**config.mk**
```make
export PLATFORM = sky130hd
export DESIGN_NAME = keypad_scanner
export DESIGN_NICKNAME = d
export VERILOG_FILES = /design/src/rtl/keypad_pkg.sv /design/src/rtl/keypad_frame_debounce.sv /design/src/rtl/keypad_scanner.sv
export SDC_FILE = /design/constraint.sdc
export NUM_CORES = 1
export LEC_CHECK = 0
export ABC_CLOCK_PERIOD_IN_PS = 2200
export CORE_MARGIN = 1
export CORE_UTILIZATION = 35
export CTS_BUF_LIST = sky130_fd_sc_hd__clkbuf_16
export DETAILED_ROUTE_END_ITERATION = 12
export PLACE_DENSITY = 0.6
export RECOVER_POWER = 100
export SLEW_MARGIN = 15
export SYNTH_ARGS = -nofsm -noshare
export SYNTH_HDL_FRONTEND = slang
export SYNTH_SLANG_ARGS = --single-unit
```
**constraint.sdc**
```tcl
create_clock -name clk -period 2.2 [get_ports clk]
set_input_delay 0.44 -clock clk [delete_from_list [all_inputs] [get_ports clk]]
set_output_delay 0.44 -clock clk [all_outputs]
set_load 0.01 [all_outputs]
```
**src/rtl/keypad_pkg.sv**
```systemverilog
// Shared helpers for the matrix keypad scanner: the "no key" code and
// the mapping from 4x3 scan codes to the legacy digit/control values.
package keypad_pkg;

  // All-ones value of the given width, used as the "no key" code.
  function automatic logic [31:0] key_none(input int w);
    if (w >= 32) return '1;
    return (32'd1 << w) - 32'd1;
  endfunction

  // 4x3 layout: rows 1-2-3 / 4-5-6 / 7-8-9 / *-0-#.
  // Returns 0-9 for digits, 10 for '*', 11 for '#', 12 for none/invalid.
  function automatic logic [3:0] code_to_digit(input logic [3:0] code);
    if (code <= 4'd8) return code + 4'd1;
    case (code)
      4'd9:    return 4'd10;
      4'd10:   return 4'd0;
      4'd11:   return 4'd11;
      default: return 4'd12;
    endcase
  endfunction

endpackage

```
**src/rtl/keypad_frame_debounce.sv**
```systemverilog
// Turns one key result per scan frame into a debounced stable key and
// press / release / auto-repeat event strobes.
module keypad_frame_debounce
  import keypad_pkg::*;
#(
  parameter int CODE_W   = 4,
  parameter int DEBOUNCE = 2,
  parameter int REPEAT   = 0
) (
  input  logic              clk,
  input  logic              rst,
  input  logic              frame_done,
  input  logic [CODE_W-1:0] frame_result,
  output logic [CODE_W-1:0] key_code,
  output logic              key_valid,
  output logic              key_release,
  output logic              key_held
);

  localparam logic [31:0] NONE32 = key_none(CODE_W);
  localparam logic [CODE_W-1:0] KEY_NONE = NONE32[CODE_W-1:0];
  localparam int CNT_W = $clog2(DEBOUNCE + 1);
  localparam int REP_W = $clog2(REPEAT + 2);
  localparam logic [CNT_W-1:0] DEB_MAX  = CNT_W'(DEBOUNCE);
  localparam logic [REP_W-1:0] REP_LAST = REP_W'((REPEAT > 0) ? REPEAT - 1 : 0);

  logic [CODE_W-1:0] cand_reg, cand_next;
  logic [CNT_W-1:0]  cnt_reg, cnt_next;
  logic [CODE_W-1:0] stable_reg, stable_next;
  logic              pend_reg, pend_next;
  logic [CODE_W-1:0] pend_code_reg, pend_code_next;
  logic [REP_W-1:0]  rep_reg, rep_next;
  logic              valid_reg, valid_next;
  logic              release_reg, release_next;

  // State register for candidate, stable key, repeat counter and strobes.
  always_ff @(posedge clk) begin
    if (rst) begin
      cand_reg      <= KEY_NONE;
      cnt_reg       <= '0;
      stable_reg    <= KEY_NONE;
      pend_reg      <= 1'b0;
      pend_code_reg <= KEY_NONE;
      rep_reg       <= '0;
      valid_reg     <= 1'b0;
      release_reg   <= 1'b0;
    end else begin
      cand_reg      <= cand_next;
      cnt_reg       <= cnt_next;
      stable_reg    <= stable_next;
      pend_reg      <= pend_next;
      pend_code_reg <= pend_code_next;
      rep_reg       <= rep_next;
      valid_reg     <= valid_next;
      release_reg   <= release_next;
    end
  end

  // Debounce / event decision. A direct K->J change is split over two
  // cycles: release of K first, press of J from the pending slot next.
  // A pending press can never coincide with frame_done because a frame
  // is at least four cycles long.
  always_comb begin
    cand_next      = cand_reg;
    cnt_next       = cnt_reg;
    stable_next    = stable_reg;
    pend_next      = 1'b0;
    pend_code_next = pend_code_reg;
    rep_next       = rep_reg;
    valid_next     = 1'b0;
    release_next   = 1'b0;
    if (pend_reg) begin
      stable_next = pend_code_reg;
      valid_next  = 1'b1;
      rep_next    = '0;
    end else if (frame_done) begin
      if (frame_result == cand_reg) begin
        cnt_next = (cnt_reg == DEB_MAX) ? cnt_reg : cnt_reg + 1'b1;
      end else begin
        cand_next = frame_result;
        cnt_next  = CNT_W'(1);
      end
      if (cnt_next == DEB_MAX && cand_next != stable_reg) begin
        rep_next = '0;
        if (stable_reg == KEY_NONE) begin
          stable_next = cand_next;
          valid_next  = 1'b1;
        end else if (cand_next == KEY_NONE) begin
          stable_next  = KEY_NONE;
          release_next = 1'b1;
        end else begin
          release_next   = 1'b1;
          pend_next      = 1'b1;
          pend_code_next = cand_next;
        end
      end else if (REPEAT > 0 && stable_reg != KEY_NONE) begin
        if (rep_reg == REP_LAST) begin
          rep_next   = '0;
          valid_next = 1'b1;
        end else begin
          rep_next = rep_reg + 1'b1;
        end
      end
    end
  end

  assign key_code    = stable_reg;
  assign key_valid   = valid_reg;
  assign key_release = release_reg;
  assign key_held    = (stable_reg != KEY_NONE);

endmodule

```
**src/rtl/keypad_scanner.sv**
```systemverilog
// Matrix keypad scanner: column synchroniser, row strobe sequencer and
// per-frame key accumulator feeding the frame debouncer.
module keypad_scanner
  import keypad_pkg::*;
#(
  parameter int ROWS     = 4,
  parameter int COLS     = 3,
  parameter int SCAN_DIV = 4,
  parameter int DEBOUNCE = 2,
  parameter int REPEAT   = 0,
  localparam int CODE_W  = $clog2(ROWS * COLS + 1)
) (
  input  logic              clk,
  input  logic              rst,
  input  logic [COLS-1:0]   key_col,
  output logic [ROWS-1:0]   key_row,
  output logic [CODE_W-1:0] key_code,
  output logic              key_valid,
  output logic              key_release,
  output logic              key_held,
  output logic              key_multi
);

  localparam int ROW_W = $clog2(ROWS);
  localparam int COL_W = $clog2(COLS);
  localparam int DIV_W = $clog2(SCAN_DIV);
  localparam logic [DIV_W-1:0] DIV_LAST = DIV_W'(SCAN_DIV - 1);
  localparam logic [ROW_W-1:0] ROW_LAST = ROW_W'(ROWS - 1);
  localparam logic [31:0] NONE32 = key_none(CODE_W);
  localparam logic [CODE_W-1:0] KEY_NONE = NONE32[CODE_W-1:0];

  logic [COLS-1:0]   col_meta_reg, col_sync_reg, col_ord;
  logic [DIV_W-1:0]  div_reg;
  logic [ROW_W-1:0]  row_reg;
  logic              active_reg;
  logic [1:0]        hits_reg;
  logic [CODE_W-1:0] acc_code_reg;
  logic              frame_done_reg;
  logic [CODE_W-1:0] frame_result_reg;
  logic              multi_reg;

  logic [1:0]        slot_hits, hits_total;
  logic [2:0]        hits_sum;
  logic [COL_W-1:0]  slot_col;
  logic [CODE_W-1:0] slot_code, acc_code_next, frame_value;
  logic              sample, frame_end;

  // Column c of the code space is pin key_col[COLS-1-c]; row r drives
  // key_row[ROWS-1-r]. Rows stay dark until the first cycle after reset.
  genvar gi;
  generate
    for (gi = 0; gi < COLS; gi++) begin : g_col
      assign col_ord[gi] = col_sync_reg[COLS-1-gi];
    end
    for (gi = 0; gi < ROWS; gi++) begin : g_row
      assign key_row[ROWS-1-gi] = active_reg && (row_reg == ROW_W'(gi));
    end
  endgenerate

  // Count active columns in the current slot (saturating at two) and
  // remember the lowest active column.
  always_comb begin
    slot_hits = '0;
    slot_col  = '0;
    for (int c = 0; c < COLS; c++) begin
      if (col_ord[c]) begin
        if (slot_hits == 2'd0) slot_col = COL_W'(c);
        if (slot_hits != 2'd2) slot_hits = slot_hits + 2'd1;
      end
    end
  end

  assign slot_code     = CODE_W'(int'(row_reg) * COLS + int'(slot_col));
  assign hits_sum      = {1'b0, hits_reg} + {1'b0, slot_hits};
  assign hits_total    = (hits_sum >= 3'd2) ? 2'd2 : hits_sum[1:0];
  assign acc_code_next = (hits_reg == 2'd0 && slot_hits == 2'd1) ? slot_code : acc_code_reg;
  assign frame_value   = (hits_total == 2'd1) ? acc_code_next : KEY_NONE;
  assign sample        = active_reg && (div_reg == DIV_LAST);
  assign frame_end     = sample && (row_reg == ROW_LAST);

  // Synchroniser, scan counters and frame accumulator; columns are only
  // sampled in the last cycle of each row slot to let the lines settle.
  always_ff @(posedge clk) begin
    if (rst) begin
      col_meta_reg     <= '0;
      col_sync_reg     <= '0;
      div_reg          <= '0;
      row_reg          <= '0;
      active_reg       <= 1'b0;
      hits_reg         <= '0;
      acc_code_reg     <= KEY_NONE;
      frame_done_reg   <= 1'b0;
      frame_result_reg <= KEY_NONE;
      multi_reg        <= 1'b0;
    end else begin
      col_meta_reg   <= key_col;
      col_sync_reg   <= col_meta_reg;
      active_reg     <= 1'b1;
      frame_done_reg <= 1'b0;
      if (active_reg) begin
        div_reg <= (div_reg == DIV_LAST) ? '0 : div_reg + 1'b1;
      end
      if (sample) begin
        row_reg <= (row_reg == ROW_LAST) ? '0 : row_reg + 1'b1;
        if (frame_end) begin
          frame_done_reg   <= 1'b1;
          frame_result_reg <= frame_value;
          multi_reg        <= (hits_total == 2'd2);
          hits_reg         <= '0;
          acc_code_reg     <= KEY_NONE;
        end else begin
          hits_reg     <= hits_total;
          acc_code_reg <= acc_code_next;
        end
      end
    end
  end

  assign key_multi = multi_reg;

  keypad_frame_debounce #(
    .CODE_W  (CODE_W),
    .DEBOUNCE(DEBOUNCE),
    .REPEAT  (REPEAT)
  ) u_debounce (
    .clk         (clk),
    .rst         (rst),
    .frame_done  (frame_done_reg),
    .frame_result(frame_result_reg),
    .key_code    (key_code),
    .key_valid   (key_valid),
    .key_release (key_release),
    .key_held    (key_held)
  );

endmodule

```
# [Word-level counts from Yosys, hierarchy flattened]
# Index checks and enable logic that the tools add are counted.
[word_totals] in_bits=5 ff_bits=40 output_inout_bits=12 word_cells=106
[classes] bitwise_logic=6 n_lt_le_gt_ge=1 n_addsub=7 reduce_logical=22 n_mux=36 n_eq_ne=16 n_mul=1
[op_table] cell="$mux 4" n=11
[op_table] cell="$mux 2" n=14
[op_table] cell="$eq 2x2->1 const B" n=6
[op_table] cell="$mux 1" n=11
[op_table] cell="$add 2x1->2 const B" n=5
[op_table] cell="$eq 4x4->1 const B" n=2
[op_table] cell="$logic_and 1x1->1" n=8
[op_table] cell="$logic_not 2->1" n=4
[op_table] cell="$eq 2x1->1 const B" n=3
[op_table] cell="$not 1->1" n=6
[op_table] cell="$reduce_and 5->1" n=1
[op_table] cell="$reduce_or 5->1" n=1
[op_table] cell="$add 4x2->4" n=1
[op_table] cell="$eq 4x4->1" n=1
[op_table] cell="$mul 2x2->4 const B" n=1
[op_table] cell="$ne 2x2->1 const B" n=2
[op_table] cell="$ne 4x4->1" n=1
[op_table] cell="$ne 4x4->1 const B" n=1
[op_table] cell="$reduce_and 2->1" n=2
[op_table] cell="$reduce_bool 2->1" n=2
[op_table] cell="$reduce_or 4->1" n=1
[op_table] cell="$add 2x2->3" n=1
[op_table] cell="$ge 3x2->1 const B" n=1
[op_table] cell="$reduce_and 3->1" n=1
[op_table] cell="2 further kinds" n=2

# [Depth between registers and ports, before layout]
# Gate-level depths: netlist (run 1).
[depth] depth_word=12 depth_mapped=10 mapped_depth_nobuf=10

# [Modules after synthesis]
# Synthesis (run 1) repeated with hierarchy kept, for this count alone.
[hier_totals] cells_unflattened=225 area_unflattened_um2=2079.5
[modules_own_cells] module="keypad_scanner" cells_per_inst=114 area_each_um2=1123.6 seq_area_each_um2=460.4 instances=1
[modules_own_cells] module="keypad_frame_debounce" cells_per_inst=111 area_each_um2=955.9 seq_area_each_um2=340.3 instances=1

# [Worst setup path before layout (run 1)]
# OpenSTA, ideal clock, no wires.
[synth_timing] kind="flip-flop to flip-flop" startpoint="reg col_sync_reg[1]" endpoint="reg frame_result_reg[3]" setup_time_ps=134 path_slack_ps=-122 required_time_ps=2066 stages_incl_launch_ff=10 path_buffers=0 arrival_ps=2188 period_less_slack_ps=2322 path_cell_list="dfxtp_1 > inv_1 > ha_1 > mux2_2 > ha_1 > fa_1 > nor2_1 > nand3_1 > a221oi_1 > o21ai_0"
[synth_between] elab_chain_cells=9 elab_cells_between_ends=18 classes_between="add/sub (3); order compare (1); eq/ne (3); mux (9); reduce/logical (2)"
[synth_lines] item="from (decl)" line="keypad_scanner.sv:32" source="logic [COLS-1:0] col_meta_reg, col_sync_reg, col_ord;"
[synth_lines] item="from (signal assigned)" line="keypad_scanner.sv:97" source="col_sync_reg <= col_meta_reg;"
[synth_lines] item="$mux 2" line="keypad_scanner.sv:66" source="if (col_ord[c]) begin"
[synth_lines] item="$add 2x1->2 or $ne 2x2->1 (tied branches)" line="keypad_scanner.sv:68" source="if (slot_hits != 2'd2) slot_hits = slot_hits + 2'd1;"
[synth_lines] item="$mux 2" line="keypad_scanner.sv:68"
[synth_lines] item="$mux 2" line="keypad_scanner.sv:66"
[synth_lines] item="$add 2x2->3" line="keypad_scanner.sv:74" source="assign hits_sum = {1'b0, hits_reg} + {1'b0, slot_hits};"
[synth_lines] item="$ge 3x2->1" line="keypad_scanner.sv:75" source="assign hits_total = (hits_sum >= 3'd2) ? 2'd2 : hits_sum[1:0];"
[synth_lines] item="$mux 2" line="keypad_scanner.sv:75"
[synth_lines] item="$eq 2x1->1" line="keypad_scanner.sv:77" source="assign frame_value = (hits_total == 2'd1) ? acc_code_next : KEY_NONE;"
[synth_lines] item="$mux 4 (*)" line="keypad_scanner.sv:77"
[synth_lines] item="to (signal assigned)" line="keypad_scanner.sv:107" source="frame_result_reg <= frame_value;"
[synth_lines] item="to (decl)" line="keypad_scanner.sv:39" source="logic [CODE_W-1:0] frame_result_reg;"
# Mark *: on every way between the ends. The rest lies on a longest branch, timed or not.
# A chain may end at the register's enable or synchronous reset.

# [Final worst setup path (run 1)]
[layout_timing] startpoint="reg col_sync_reg[1]" endpoint="reg frame_result_reg[2]"
# Same word-level chain as after synthesis.

==> flow_summary.json, run 1 <==
{
  "grt_start_max_net_pins": 31,
  "vias": 1585,
  "period_share": 1.04,
  "syn2layout_area_growth_pct": 24.3,
  "finalHoldViolCount": 0,
  "critPathKind": "reg -> reg",
  "row_count": 27,
  "placement.io_buffers": 16,
  "final_common_cell": "dfxtp_1",
  "finalCriticalPeriod_ps": 2290,
  "layout_setup_ws_ps": -87.1,
  "layout_common_cells": "dfxtp_1 (38), nor2_1 (28), mux2i_1 (14)",
  "cts.clk_slew.worst_paths_ps": 60,
  "viasPerCell": 4.95,
  "ys_warn_count": 0,
  "whs_ps": 432,
  "antenna_cells": 0,
  "cts.path.max_buffers": 2,
  "drv_cap": 0,
  "avgSynthCellArea_um2": 9.18,
  "syn_area_um2": 2060,
  "nFillCells": 557,
  "drt_iter0_markers": 90,
  "gp_congestion": 0.753,
  "wl_um": 4320,
  "synth.top_cell.area_share": 0.389,
  "drc": 0,
  "powerDensity_nw_per_um2": 591,
  "path_max_fanout": 2,
  "grtUsageTotal": 0.157,
  "drive_gt1_frac": 0.165,
  "gr-total-overflow": 0,
  "root_buffer": "clkbuf_16",
  "die-area_um2": 6190,
  "setup_viol": 5,
  "cts_buffers": 5,
  "worstSkewPairLatency_ps": 280,
  "postLayoutCoreUtil": 0.459,
  "clock-sinks": 40,
  "arrival_ps": 2420,
  "outcome": "finished with violations",
  "wl_per_cell_um": 13.5,
  "cp-end-kind": "flop",
  "fmax_ghz": 0.437,
  "cts_htree_levels": 2,
  "relSlewSlack": 0.538,
  "holdBufCountCts": 0,
  "netlist_instances": 224,
  "core_area_um2": 5570,
  "ys_types": 38,
  "ios": 17,
  "ys_ff_latch": 40,
  "start_util": 0.369,
  "synth_seq_area_share": 0.389,
  "grt_pass1_wl_um": 7420,
  "syn-num-nets": 245,
  "finalMaxSlewViolations": 0,
  "required_ps": 2340,
  "reg2reg_depth": 10,
  "tightest_slew_ps": 687,
  "cp-start-kind": "flop",
  "failed_checks": "negative setup slack",
  "fin_worst_skew_ps": 4.86,
  "grt_pass1_vias": 1514,
  "synth_top_area_cell": "dfxtp_1",
  "fp.dieH_um": 78.7,
  "cts_tree": "done",
  "dp_hpwl_um": 2990,
  "antenna_found_initial": 0,
  "drtPass1Iterations": 4,
  "worstHoldPathCells": 1,
  "nets": 269,
  "rsz0062_at_grt": "yes",
  "synthTopCellsByArea": "dfxtp_1 (39%), ha_1 (7.9%), mux2i_1 (6.8%)",
  "hp-class": "reg -> reg",
  "die_w_um": 78.7,
  "power_leakage_uw": 0.00103,
  "vdd_ir_drop_max_mv": 0.283,
  "ant_nets": 0
}
-- worst paths after layout --
| path | from | end | slack [ps] |
|---|---|---|---|
| worst max-delay path | col_sync_reg[1] | frame_result_reg[2] | -90 |
| worst min-delay path | col_meta_reg[2] | col_sync_reg[2] | 430 |
| worst max register to register | col_sync_reg[1] | frame_result_reg[2] | -90 |
| worst min register to register | col_meta_reg[2] | col_sync_reg[2] | 430 |
-- final cells by class --
cell class	count	area [um2]	share of cell area
multi-input combinational	159	1220	0.477
tap	72	90.1	0.0352
inverter	12	45.0	0.0176
clock inverter	2	7.51	0.00294
sequential	40	803	0.314
clock buffer	5	125	0.0489
timing repair buffer	30	265	0.104
-- what timing repair did --
action / in CTS / in global routing
cloned: 0 / 0
gates resized for setup: 6 / 5
setup buffers: 1 / 0
endpoints found under the setup margin: 5 / 8
pin swaps: 4 / 4
-- synthesized netlist by cell type --
library cell,count
mux2_2,1
nand4_4,1
a41o_1,1
a211oi_1,2
nor2b_1,7
fa_1,3
o21ai_0,13
buf_4,3
nand4_2,2
ha_1,13
nand2b_1,2
xor2_1,4
a221oi_1,4
or4_1,1
or3_1,1
clkbuf_1,5
dfxtp_1,40
mux2i_1,14
and2_1,10
a2111o_1,1
nand2_1,14
nor3_1,3
o31a_1,1
a21oi_1,9
nor2_1,29
a32oi_1,1
buf_2,4
and3_1,6
nor4_1,5
o41ai_2,1
inv_1,12
buf_1,1
or4b_1,1
nand3_1,2
nor4_4,1
nand4_1,1
nor4b_2,1
xnor2_1,4
-- cells by family (layout without fill, tap and decap cells) --
group           Yosys count  after routing  synth area share
xor+xnor                  8              8            0.0341
fa+ha+maj                16             16             0.108
flops                    40             40             0.389
mux                      15             15            0.0736
compound gates           33             33             0.105
simple gates             87             87             0.237
buf+inv                  25             49            0.0535
-- where the power goes --
group / switching [uW] / leakage (uW) / internal, uW
logic: 53.1 / 0.000640 / 45.6
registers: 7.34 / 0.000326 / 735
clock network: 265 / 0.0000648 / 405
-- metal layers --
metal  global-route usage  vias up  wire [um]  share of wire
met3               0.0291        5         97          0.022
met4               0.0704        0         58          0.013
li1                     -      815          -              -
met2                0.250       15       2110           0.49
met1                0.204      750       2050           0.47
met5                    0        -          0              0
-- metrics by stage --
stage	cells	area, um2	worst slack [ps]	power, uW	TNS [ps]
detailed placement	312	2400	-154	850	-358
floorplan	224	2110	-19.3	812	-19.3
finish	320	2560	-87.1	1510	-245
global route	320	2560	-222	1580	-967
CTS	320	2560	-101	1530	-270
global placement	312	2400	-58.1	847	-111
-- critical path, stage by stage, from the launching register on --
cell	delay, ps
dfxtp_2	320
inv_2	70
ha_4	140
nand2_2	50
fa_1	480
inv_1	40
ha_2	180
fa_2	420
and2_4	150
a221oi_2	220
o21ai_1	80
Power figures use the tool's default switching activity.
==> run 2, diff against run 1 <==
Settings changed: ABC_CLOCK_PERIOD_IN_PS 2200 to unset, PLACE_DENSITY 0.6 to 0.64, SYNTH_HIERARCHICAL set to 1.
==> flow_summary.json, run 2 <==
{
  "synth_top_area_cell": "dfxtp_1",
  "nFillCells": 554,
  "finalCriticalPeriod_ps": 2160,
  "regArea_um2": 803,
  "use_met3": 0.0310,
  "wl_um": 4000,
  "gr-total-overflow": 0,
  "fmax_ghz": 0.462,
  "postLayoutCoreUtil": 0.447,
  "arrival_ps": 2340,
  "setup_viol": 0,
  "core_area_um2": 5610,
  "syn-num-nets": 246,
  "drc": 0,
  "synth.area.mux_share": 0.0505,
  "powerDensity_nw_per_um2": 599,
  "use_met1": 0.174,
  "power_leakage_uw": 0.00107,
  "cts_buffers": 5,
  "cp-end-kind": "flop",
  "gp_congestion": 0.777,
  "synth_top_family_by_area": "simple AND/OR/NAND/NOR gates",
  "cts_tree": "done",
  "crit_buf_inv": 2,
  "synth_xor_area_frac": 0.0373,
  "critical_path.cell_chain": "inv_2 > ha_4 > nand2_2 > fa_1 > inv_1 > ha_2 > fa_2 > a31oi_1 > a21bo_1",
  "finalHoldViolCount": 0,
  "synth-adder-area-share": 0.107,
  "layout_common_cells": "dfxtp_1 (38), nor2_1 (23), inv_1 (22)",
  "grt_start_max_net_pins": 29,
  "placement.io_buffers": 16,
  "vias": 1581,
  "relSlewSlack": 0.616,
  "ant_nets": 0,
  "synthTopCellsByArea": "dfxtp_1 (39%), ha_1 (7.8%), nor2b_1 (4.8%)",
  "vdd_ir_drop_max_mv": 0.317,
  "dp.cells": 307,
  "ys_warn_count": 6,
  "clock-sinks": 40,
  "slowest_delay_ps": 480,
  "hp-class": "reg -> reg",
  "required_ps": 2370,
  "dp_hpwl_um": 2830,
  "grt_pass1_vias": 1441,
  "rsz0062_at_grt": "yes",
  "antenna_found_initial": 0,
  "synth_seq_area_share": 0.385,
  "cts.path.max_buffers": 2,
  "grt_pass1_wl_um": 6800,
  "root_buffer": "clkbuf_16",
  "die_w_um": 79.1,
  "tightest_slew_ps": 575,
  "synthTopCellsByCount": "dfxtp_1 (40), nor2_1 (24), inv_1 (23), nor2b_1 (16), ha_1 (13)",
  "row_count": 27,
  "critPathKind": "reg -> reg",
  "die-area_um2": 6250,
  "path_max_fanout": 2,
  "synth_flop_cell": "dfxtp_1",
  "period_share": 0.983,
  "grt-busiest-layer": "met2",
  "drv_cap": 0,
  "ys_types": 43,
  "synth.top_cell.area_share": 0.385,
  "grtUsageTotal": 0.142,
  "start_util": 0.371,
  "multiInputGateArea_um2": 1160,
  "avgSynthCellArea_um2": 9.24,
  "final_common_cell": "dfxtp_1",
  "yosys.area_share.simple": 0.193,
  "slowest_stage": "fa_1",
  "drt_iter0_markers": 48,
  "wl_per_cell_um": 12.6,
  "drive_gt1_frac": 0.138,
  "fp.dieH_um": 79.1,
  "syn_area_um2": 2080,
  "synth_most_common_cell": "dfxtp_1",
  "fin_worst_skew_ps": 3.54,
  "finalMaxSlewViolations": 0,
  "ys_ff_latch": 40,
  "holdBufCountCts": 0,
  "async_flop_share": 0,
  "syn2layout_area_growth_pct": 20.6,
  "synth-edff-count": 0,
  "synth_compound_area_frac": 0.147,
  "cts.clk_slew.worst_paths_ps": 60,
  "antenna_cells": 0,
  "crit_family": "adder cells",
  "nets": 267,
  "fin_cells": 318,
  "ios": 17,
  "cp-start-kind": "flop",
  "fin_tns_setup_ps": 0,
  "drtPass1Iterations": 4,
  "worstSkewPairLatency_ps": 280,
  "cts_htree_levels": 2,
  "outcome": "completed",
  "met2_usage": 0.235,
  "netlist_instances": 225,
  "viasPerCell": 4.97
}
run 2: cell types whose count changed after synthesis, sizes merged, moves of 5 or more:
cell / previous run / this run
mux2i: 14 / 9
nor2b: 7 / 16
and2: 10 / 5
nand2: 14 / 6
nor2: 29 / 24
a31oi: 0 / 5
o21ai: 13 / 1
and3: 6 / 1
inv: 12 / 23
run 2: worst paths after layout:
kind / start / to / slack (ps) / cells after the start
max: col_sync_reg[2] / acc_code_reg[2] / 40 / 9
min: col_meta_reg[0] / col_sync_reg[0] / 430 / 1
max reg2reg: col_sync_reg[2] / acc_code_reg[2] / 40 / 9
min reg2reg: col_meta_reg[0] / col_sync_reg[0] / 430 / 1
run 2: metal layers:
layer	wire length, um	vias up
met3	127	10
li1	-	809
met2	1900	28
met1	1880	734
met4	91	0
met5	0	-
run 2: stage by stage:
stage,worst slack (ps),hold WS (ps),instance area [um2],power (uW)
3_5_place_dp,-89.6,425,2310,836
4_1_cts,-56.3,438,2460,1520
3_3_place_gp,22.5,418,2310,836
6_report,37.5,432,2510,1500
5_1_grt,-102,451,2510,1570
2_1_floorplan,35.9,414,2080,814
run 2: cell families after synthesis:
kind of cell,after synthesis
mux,10
compound gates,42
xor+xnor,8
flops,40
fa+ha+maj,16
buf+inv,37
simple gates,72
run 2: power breakdown:
group	switching (uW)	internal, uW
clock	266	407
sequential	6.72	735
combinational	44.7	43.2
total	317	1180
run 2: final cells by class:
| type | count | area share |
|---|---|---|
| clock buffers | 5 | 0.0499 |
| clock inverters | 2 | 0.00349 |
| inverters | 23 | 0.0344 |
| multi-input cells | 148 | 0.461 |
| flip-flops and latches | 40 | 0.320 |
| well taps | 72 | 0.0359 |
| repair buffers | 28 | 0.0948 |
run 2: what timing repair did:
action,CTS,global route
pin swaps,3,6
setup endpoints to repair,6,8
hold endpoints to repair,0,0
resized for setup,7,12
buffers inserted,0,4
